### config.mk
export PLATFORM = sky130hd
export DESIGN_NAME = traffic_source
export DESIGN_NICKNAME = d
export VERILOG_FILES = /design/src/rtl/traffic_pkg.sv /design/src/rtl/traffic_source_channel.sv /design/src/rtl/traffic_source.sv
export SDC_FILE = /design/constraint.sdc
export NUM_CORES = 1
export LEC_CHECK = 0
export CORE_ASPECT_RATIO = 0.9
export CORE_UTILIZATION = 46
export DETAILED_ROUTE_END_ITERATION = 16
export PLACE_DENSITY_LB_ADDON = 0.1
export SYNTH_ARGS = -nofsm -noshare
export SYNTH_HDL_FRONTEND = slang
export SYNTH_SLANG_ARGS = --single-unit
### constraint.sdc
create_clock -name clk -period 4.29 [get_ports clk]
set_clock_uncertainty 0.1 [all_clocks]
set_input_delay 0.429 -clock clk [delete_from_list [all_inputs] [get_ports clk]]
set_output_delay 0.429 -clock clk [all_outputs]
set_load 0.05 [all_outputs]
### src/rtl/traffic_pkg.sv
// Shared encodings and helpers for the multi-channel packet injector.
// Holds destination modes, the LFSR polynomial and the per-channel FSM states.
package traffic_pkg;

  localparam int MODE_FIXED  = 0;
  localparam int MODE_RANDOM = 1;
  localparam int MODE_RR     = 2;

  localparam logic [15:0] LFSR_MASK = 16'hB400;

  // Head marker bit, counted down from the flit MSB.
  localparam int HEAD_BIT_FROM_MSB = 0;

  typedef enum logic [1:0] {
    ST_IDLE = 2'd0,
    ST_HEAD = 2'd1,
    ST_BODY = 2'd2
  } ch_state_e;

  function automatic logic [15:0] lfsr_step(input logic [15:0] s);
    return s[0] ? ((s >> 1) ^ LFSR_MASK) : (s >> 1);
  endfunction

  // An all-zero Galois LFSR never leaves zero, so force a nonzero seed.
  function automatic logic [15:0] lfsr_seed(input int seed);
    logic [15:0] s;
    s = seed[15:0];
    return (s == 16'h0000) ? 16'h0001 : s;
  endfunction

endpackage

### src/rtl/traffic_source_channel.sv
// One packet source: head/body FSM, destination generator (fixed, LFSR or
// round-robin), inter-packet gap counter and completed-packet counter.
module traffic_source_channel
  import traffic_pkg::*;
#(
  parameter int SIZE       = 8,
  parameter int DEST_BITS  = 7,
  parameter int FLITS      = 8,
  parameter int MODE       = 1,
  parameter int FIXED_DEST = 0,
  parameter int GAP        = 0,
  parameter int SEED_VAL   = 5,
  parameter int CNT_BITS   = 16
) (
  input  logic                clk_i,
  input  logic                rst_ni,
  input  logic                en_i,
  input  logic                ack_i,
  output logic                req_o,
  output logic [SIZE-1:0]     data_o,
  output logic [CNT_BITS-1:0] count_o
);

  localparam int SEQ_W = $clog2(FLITS);
  localparam int GAP_W = $clog2(GAP + 2);
  localparam logic [SEQ_W-1:0]     SEQ_LAST = SEQ_W'(FLITS - 1);
  localparam logic [DEST_BITS-1:0] FIXED_D  = DEST_BITS'(FIXED_DEST);
  localparam logic [15:0]          SEED_Q   = lfsr_seed(SEED_VAL);

  ch_state_e            state_q, state_d;
  logic [SEQ_W-1:0]     seq_q, seq_d;
  logic [GAP_W-1:0]     gap_q, gap_d;
  logic [15:0]          lfsr_q, lfsr_d;
  logic [DEST_BITS-1:0] rr_q, rr_d;
  logic [CNT_BITS-1:0]  cnt_q, cnt_d;
  logic [SIZE-1:0]      data_q, data_d;

  logic                 xfer, last;
  logic [DEST_BITS-1:0] dest;

  function automatic logic [SIZE-1:0] mk_flit(input logic head,
                                              input logic [DEST_BITS-1:0] f);
    logic [SIZE-1:0] r;
    r = '0;
    r[SIZE-1-HEAD_BIT_FROM_MSB] = head;
    r[DEST_BITS-1:0] = f;
    return r;
  endfunction

  assign xfer = (state_q != ST_IDLE) && ack_i;
  assign last = (seq_q == SEQ_LAST);

  always_comb begin
    dest = FIXED_D;
    if (MODE == MODE_RANDOM) dest = lfsr_q[DEST_BITS-1:0];
    else if (MODE == MODE_RR) dest = rr_q;
  end

  always_ff @(posedge clk_i) begin
    if (!rst_ni) state_q <= ST_IDLE;
    else         state_q <= state_d;
  end

  always_comb begin
    state_d = state_q;
    unique case (state_q)
      ST_IDLE: if (gap_q == '0 && en_i) state_d = ST_HEAD;
      ST_HEAD: if (xfer) state_d = ST_BODY;
      ST_BODY: if (xfer && last) state_d = (GAP == 0 && en_i) ? ST_HEAD : ST_IDLE;
      default: state_d = ST_IDLE;
    endcase
  end

  // Datapath next-state; the head flit is built on the cycle HEAD is entered
  // so the destination is frozen for the whole time tx_req waits on ack.
  always_comb begin
    seq_d  = seq_q;
    gap_d  = gap_q;
    lfsr_d = lfsr_q;
    rr_d   = rr_q;
    cnt_d  = cnt_q;
    data_d = data_q;
    unique case (state_q)
      ST_IDLE: begin
        if (gap_q != '0) gap_d = gap_q - 1'b1;
        if (state_d == ST_HEAD) data_d = mk_flit(1'b1, dest);
      end
      ST_HEAD: begin
        if (xfer) begin
          seq_d  = SEQ_W'(1);
          data_d = mk_flit(1'b0, DEST_BITS'(1));
          lfsr_d = lfsr_step(lfsr_q);
          rr_d   = rr_q + 1'b1;
        end
      end
      ST_BODY: begin
        if (xfer && !last) begin
          seq_d  = seq_q + 1'b1;
          data_d = mk_flit(1'b0, DEST_BITS'(seq_q + 1'b1));
        end else if (xfer) begin
          seq_d = '0;
          cnt_d = cnt_q + 1'b1;
          if (state_d == ST_HEAD) begin
            data_d = mk_flit(1'b1, dest);
          end else begin
            data_d = '0;
            gap_d  = GAP_W'(GAP);
          end
        end
      end
      default: ;
    endcase
  end

  always_ff @(posedge clk_i) begin
    if (!rst_ni) begin
      seq_q  <= '0;
      gap_q  <= '0;
      lfsr_q <= SEED_Q;
      rr_q   <= '0;
      cnt_q  <= '0;
      data_q <= '0;
    end else begin
      seq_q  <= seq_d;
      gap_q  <= gap_d;
      lfsr_q <= lfsr_d;
      rr_q   <= rr_d;
      cnt_q  <= cnt_d;
      data_q <= data_d;
    end
  end

  always_comb begin
    req_o   = (state_q != ST_IDLE);
    data_o  = data_q;
    count_o = cnt_q;
  end

endmodule

### src/rtl/traffic_source.sv
// CHANNELS independent packet sources over the req/ack link, one per router
// rx port; this level only checks parameters and slices the flat buses.
module traffic_source
  import traffic_pkg::*;
#(
  parameter int CHANNELS   = 5,
  parameter int SIZE       = 8,
  parameter int DEST_BITS  = SIZE - 1,
  parameter int FLITS      = 8,
  parameter int MODE       = 1,
  parameter int FIXED_DEST = 0,
  parameter int GAP        = 0,
  parameter int SEED       = 5,
  parameter int CNT_BITS   = 16
) (
  input  logic                         clk,
  input  logic                         reset,
  input  logic [CHANNELS-1:0]          en,
  output logic [CHANNELS-1:0]          tx_req,
  input  logic [CHANNELS-1:0]          tx_ack,
  output logic [SIZE*CHANNELS-1:0]     tx_data,
  output logic [CNT_BITS*CHANNELS-1:0] pkt_count
);

  if (DEST_BITS >= SIZE) begin : g_err_dest_size
    $error("traffic_source: DEST_BITS must be less than SIZE");
  end
  if (DEST_BITS > 16) begin : g_err_dest_wide
    $error("traffic_source: DEST_BITS must not exceed 16");
  end
  if (FLITS < 2) begin : g_err_flits
    $error("traffic_source: FLITS must be at least 2");
  end
  if (MODE < MODE_FIXED || MODE > MODE_RR) begin : g_err_mode
    $error("traffic_source: unknown MODE");
  end

  logic [CHANNELS-1:0][SIZE-1:0]     data_w;
  logic [CHANNELS-1:0][CNT_BITS-1:0] cnt_w;

  for (genvar i = 0; i < CHANNELS; i++) begin : g_ch
    traffic_source_channel #(
      .SIZE       (SIZE),
      .DEST_BITS  (DEST_BITS),
      .FLITS      (FLITS),
      .MODE       (MODE),
      .FIXED_DEST (FIXED_DEST),
      .GAP        (GAP),
      .SEED_VAL   (SEED + i),
      .CNT_BITS   (CNT_BITS)
    ) u_ch (
      .clk_i   (clk),
      .rst_ni  (reset),
      .en_i    (en[i]),
      .ack_i   (tx_ack[i]),
      .req_o   (tx_req[i]),
      .data_o  (data_w[i]),
      .count_o (cnt_w[i])
    );
  end

  assign tx_data   = data_w;
  assign pkt_count = cnt_w;

endmodule

==> run metrics <==
Die Height=142 um; antenna violations before repair=0; CTS root buffer=clkbuf_16; DR DRC count=0; Clock Tree Buf Depth=3; fillers=1864; Setup Total Neg Slack=0 ns; DPL Wire Length=14100 um; first-pass GRT wire length=36000 um; P&R area growth vs syn=24.4%; Vias=8224; antenna viol nets, final=0; Hold Path Class=reg2reg; Synth area leaders=dfxtp_1 45%, nand2_1 7.9%, nor2_1 4.8%; H-tree depth=1; sw frac=23.9%; post-cts resize count=0; vias in the first global route=7448; Lkg Pwr=4.50 nW; gr ovfl total=0; synth unique cells=75; clock slew at reported path FFs=0.06 ns; max-cap violations=0; CTS tree=built; Top Layer Used=met4; final setup fails=0; Yosys reg bits=225; DIE AREA=22300 um^2; layout cell share with drive strength beyond 1=5.76%; CTS buffer count=25; fmax=358 MHz; Final Max Slew Viols=0; drt total wl=21500 um; worst vdd ir=0.255 mV; post-DR vias/cell=5.18; Seq/Total Area, Yosys=45.2%; clk sinks=225; Yosys warnings=0; # port buffers=136; WL met3=903 um; critical path arrival=3.12 ns; cell taking the most area after synthesis=dfxtp_1; I/O pins=137; wl on met1=10800 um; drt initial violations=465; Worst Path Required=4.62 ns; Mapped Nets=1232; clk_lat worst skew=0.50 ns; Seq pwr share=41.8%; CP Max Fanout=15; final hold viol count=0; status=finished, final reports clean; share of total power in the clock network=47.9%; nets=1333; Initial Utilization=47.4%; Final period util=65.1%; area of the mapped netlist=9970 um^2; Syn Area/Cell=8.42 um^2; Syn Inst Count=1185; Internal Pwr Total=3.98 mW; Slew headroom=21.3%; drt wl/cell=13.5 um; GR Util All Layers=19.2%; Slew @ Worst Pin=1.18 ns; 1st-pass router iterations=5; CP endpoint kind=register; Post-CTS Setup Inserts=0; ys flop type=dfxtp_1; pin count of the biggest net entering global routing=77; Startpoint Class=register; Synth async-reset ratio=0%; CTS hold repair buffers=0; # rows=50; Post-synth EDFFs=0; Die X=157 um; Crit Path Category=reg2reg; Final WS setup=1.50 ns; top-area cell type share of the netlist area=45.2%; unrepaired setup endpoints after global routing=false; pre-CTS setup slack=1.23 ns; PwrDens=421 nW/um^2; Final min period=2.79 ns; Psw=1.25 mW; n_diodes=0; Placer Congestion=0.833; WL met2=9390 um; combinational power share=10.3%; Core Area=21000 um^2
[synthesized netlist by cell type, types with 5 or more instances]
cell and number:
ha_1 35, nand4_1 36, and2_1 12, o22ai_1 10, and3_1 14, a211oi_1 17, nor2_1 127, and4_1 7
a31oi_1 11, or3_1 8, inv_1 27, nand3_1 42, nor2b_1 10, buf_4 6, buf_2 15, mux2i_1 5
clkbuf_1 39, xor2_1 49, xnor2_1 32, o21ai_0 50, nand2_1 211, nor3_1 9, a22oi_1 12, dfxtp_1 225
nand2b_1 11, a21oi_1 90
[state kept, by name (all words and copies together), names as in the netlist]
name / cells
g_ch.u_ch.count_o: 80
g_ch.u_ch.lfsr_q: 80
g_ch.u_ch.data_o: 40
g_ch.u_ch.seq_q: 15
g_ch.u_ch.state_q: 10
[layout make-up]
type / instances / area (um^2) / area share, %
clock buffers: 32 / 722 / 5.82
clock inverters: 12 / 264 / 2.13
inverters: 27 / 104 / 0.837
multi-input cells: 868 / 5070 / 40.9
flip-flops and latches: 225 / 4500 / 36.3
well taps: 286 / 358 / 2.88
repair buffers: 139 / 1380 / 11.1
[final timing paths]
path,slack (ns),end,start,cells past startpoint
max,1.50,g_ch[2].u_ch.data_o[4],g_ch[2].u_ch.state_q[0],8
min,0.35,g_ch[0].u_ch.lfsr_q[8],g_ch[0].u_ch.lfsr_q[9],2
max reg2reg,1.50,g_ch[2].u_ch.data_o[4],g_ch[2].u_ch.state_q[0],8
min reg2reg,0.35,g_ch[0].u_ch.lfsr_q[8],g_ch[0].u_ch.lfsr_q[9],2
[layout by cell type, fill, tap and decap left out, drive strengths merged, types with 4 or more instances in the layout]
cell,count
a211oi,21
a21oi,92
a22oi,13
a31oi,12
a32oi,4
and2,12
and3,14
and4,7
and4b,4
buf,4
bufinv,8
clkbuf,32
clkdlybuf4s50,135
clkinv,4
dfxtp,225
ha,35
inv,27
mux2i,5
nand2,212
nand2b,11
nand3,43
nand4,37
nor2,128
nor2b,11
nor3,10
o21ai,53
o22ai,10
or3,8
xnor2,32
xor2,49
[routing by layer]
metal,vias to the layer above,global-route usage [%]
li1,4278,-
met3,20,2.87
met1,3777,27.9
met4,0,4.09
met5,-,0
met2,149,29.9
[critical path, cell delays in order, from the launching register on]
cell      delay (ns)
dfxtp_1         0.33
inv_1           0.11
ha_1            0.28
nor2b_1         0.14
nand2_1         0.41
o211ai_1        0.24
a211oi_2        0.68
nand2_1         0.21
o22ai_1         0.21
[power groups by stage]
stage                     clock network [mW]  registers [mW]  logic (mW)
after global routing                    2.65            2.19       0.584
after global placement                     0            2.23       0.537
after detailed placement                   0            2.23       0.537
final                                   2.50            2.18       0.540
after floorplan                            0            2.34       0.285
after CTS                               2.56            2.18       0.540
[metrics by stage]
| stage | hold slack (ns) | area (um^2) | std cells | total power, mW | util, % |
|---|---|---|---|---|---|
| after floorplan | 0.332 | 9970 | 1185 | 2.62 | - |
| after global placement | 0.338 | 11400 | 1545 | 2.77 | 54.3 |
| after detailed placement | 0.342 | 11400 | 1545 | 2.77 | 54.3 |
| after CTS | 0.352 | 12400 | 1589 | 5.29 | 59.0 |
| after global routing | 0.373 | 12400 | 1589 | 5.42 | 59.0 |
| final | 0.348 | 12400 | 1589 | 5.22 | 59.0 |
[logic make-up (layout without fill, tap and decap cells)]
family | Yosys count | after routing | share of synthesized area (%)
compound gates | 236 | 236 | 15.1
simple gates | 509 | 509 | 23.6
xor+xnor | 81 | 81 | 7.11
flops | 225 | 225 | 45.2
fa+ha+maj | 35 | 35 | 4.39
buf+inv | 92 | 210 | 3.96
mux | 7 | 7 | 0.728
(Power assumes the default switching activity.)
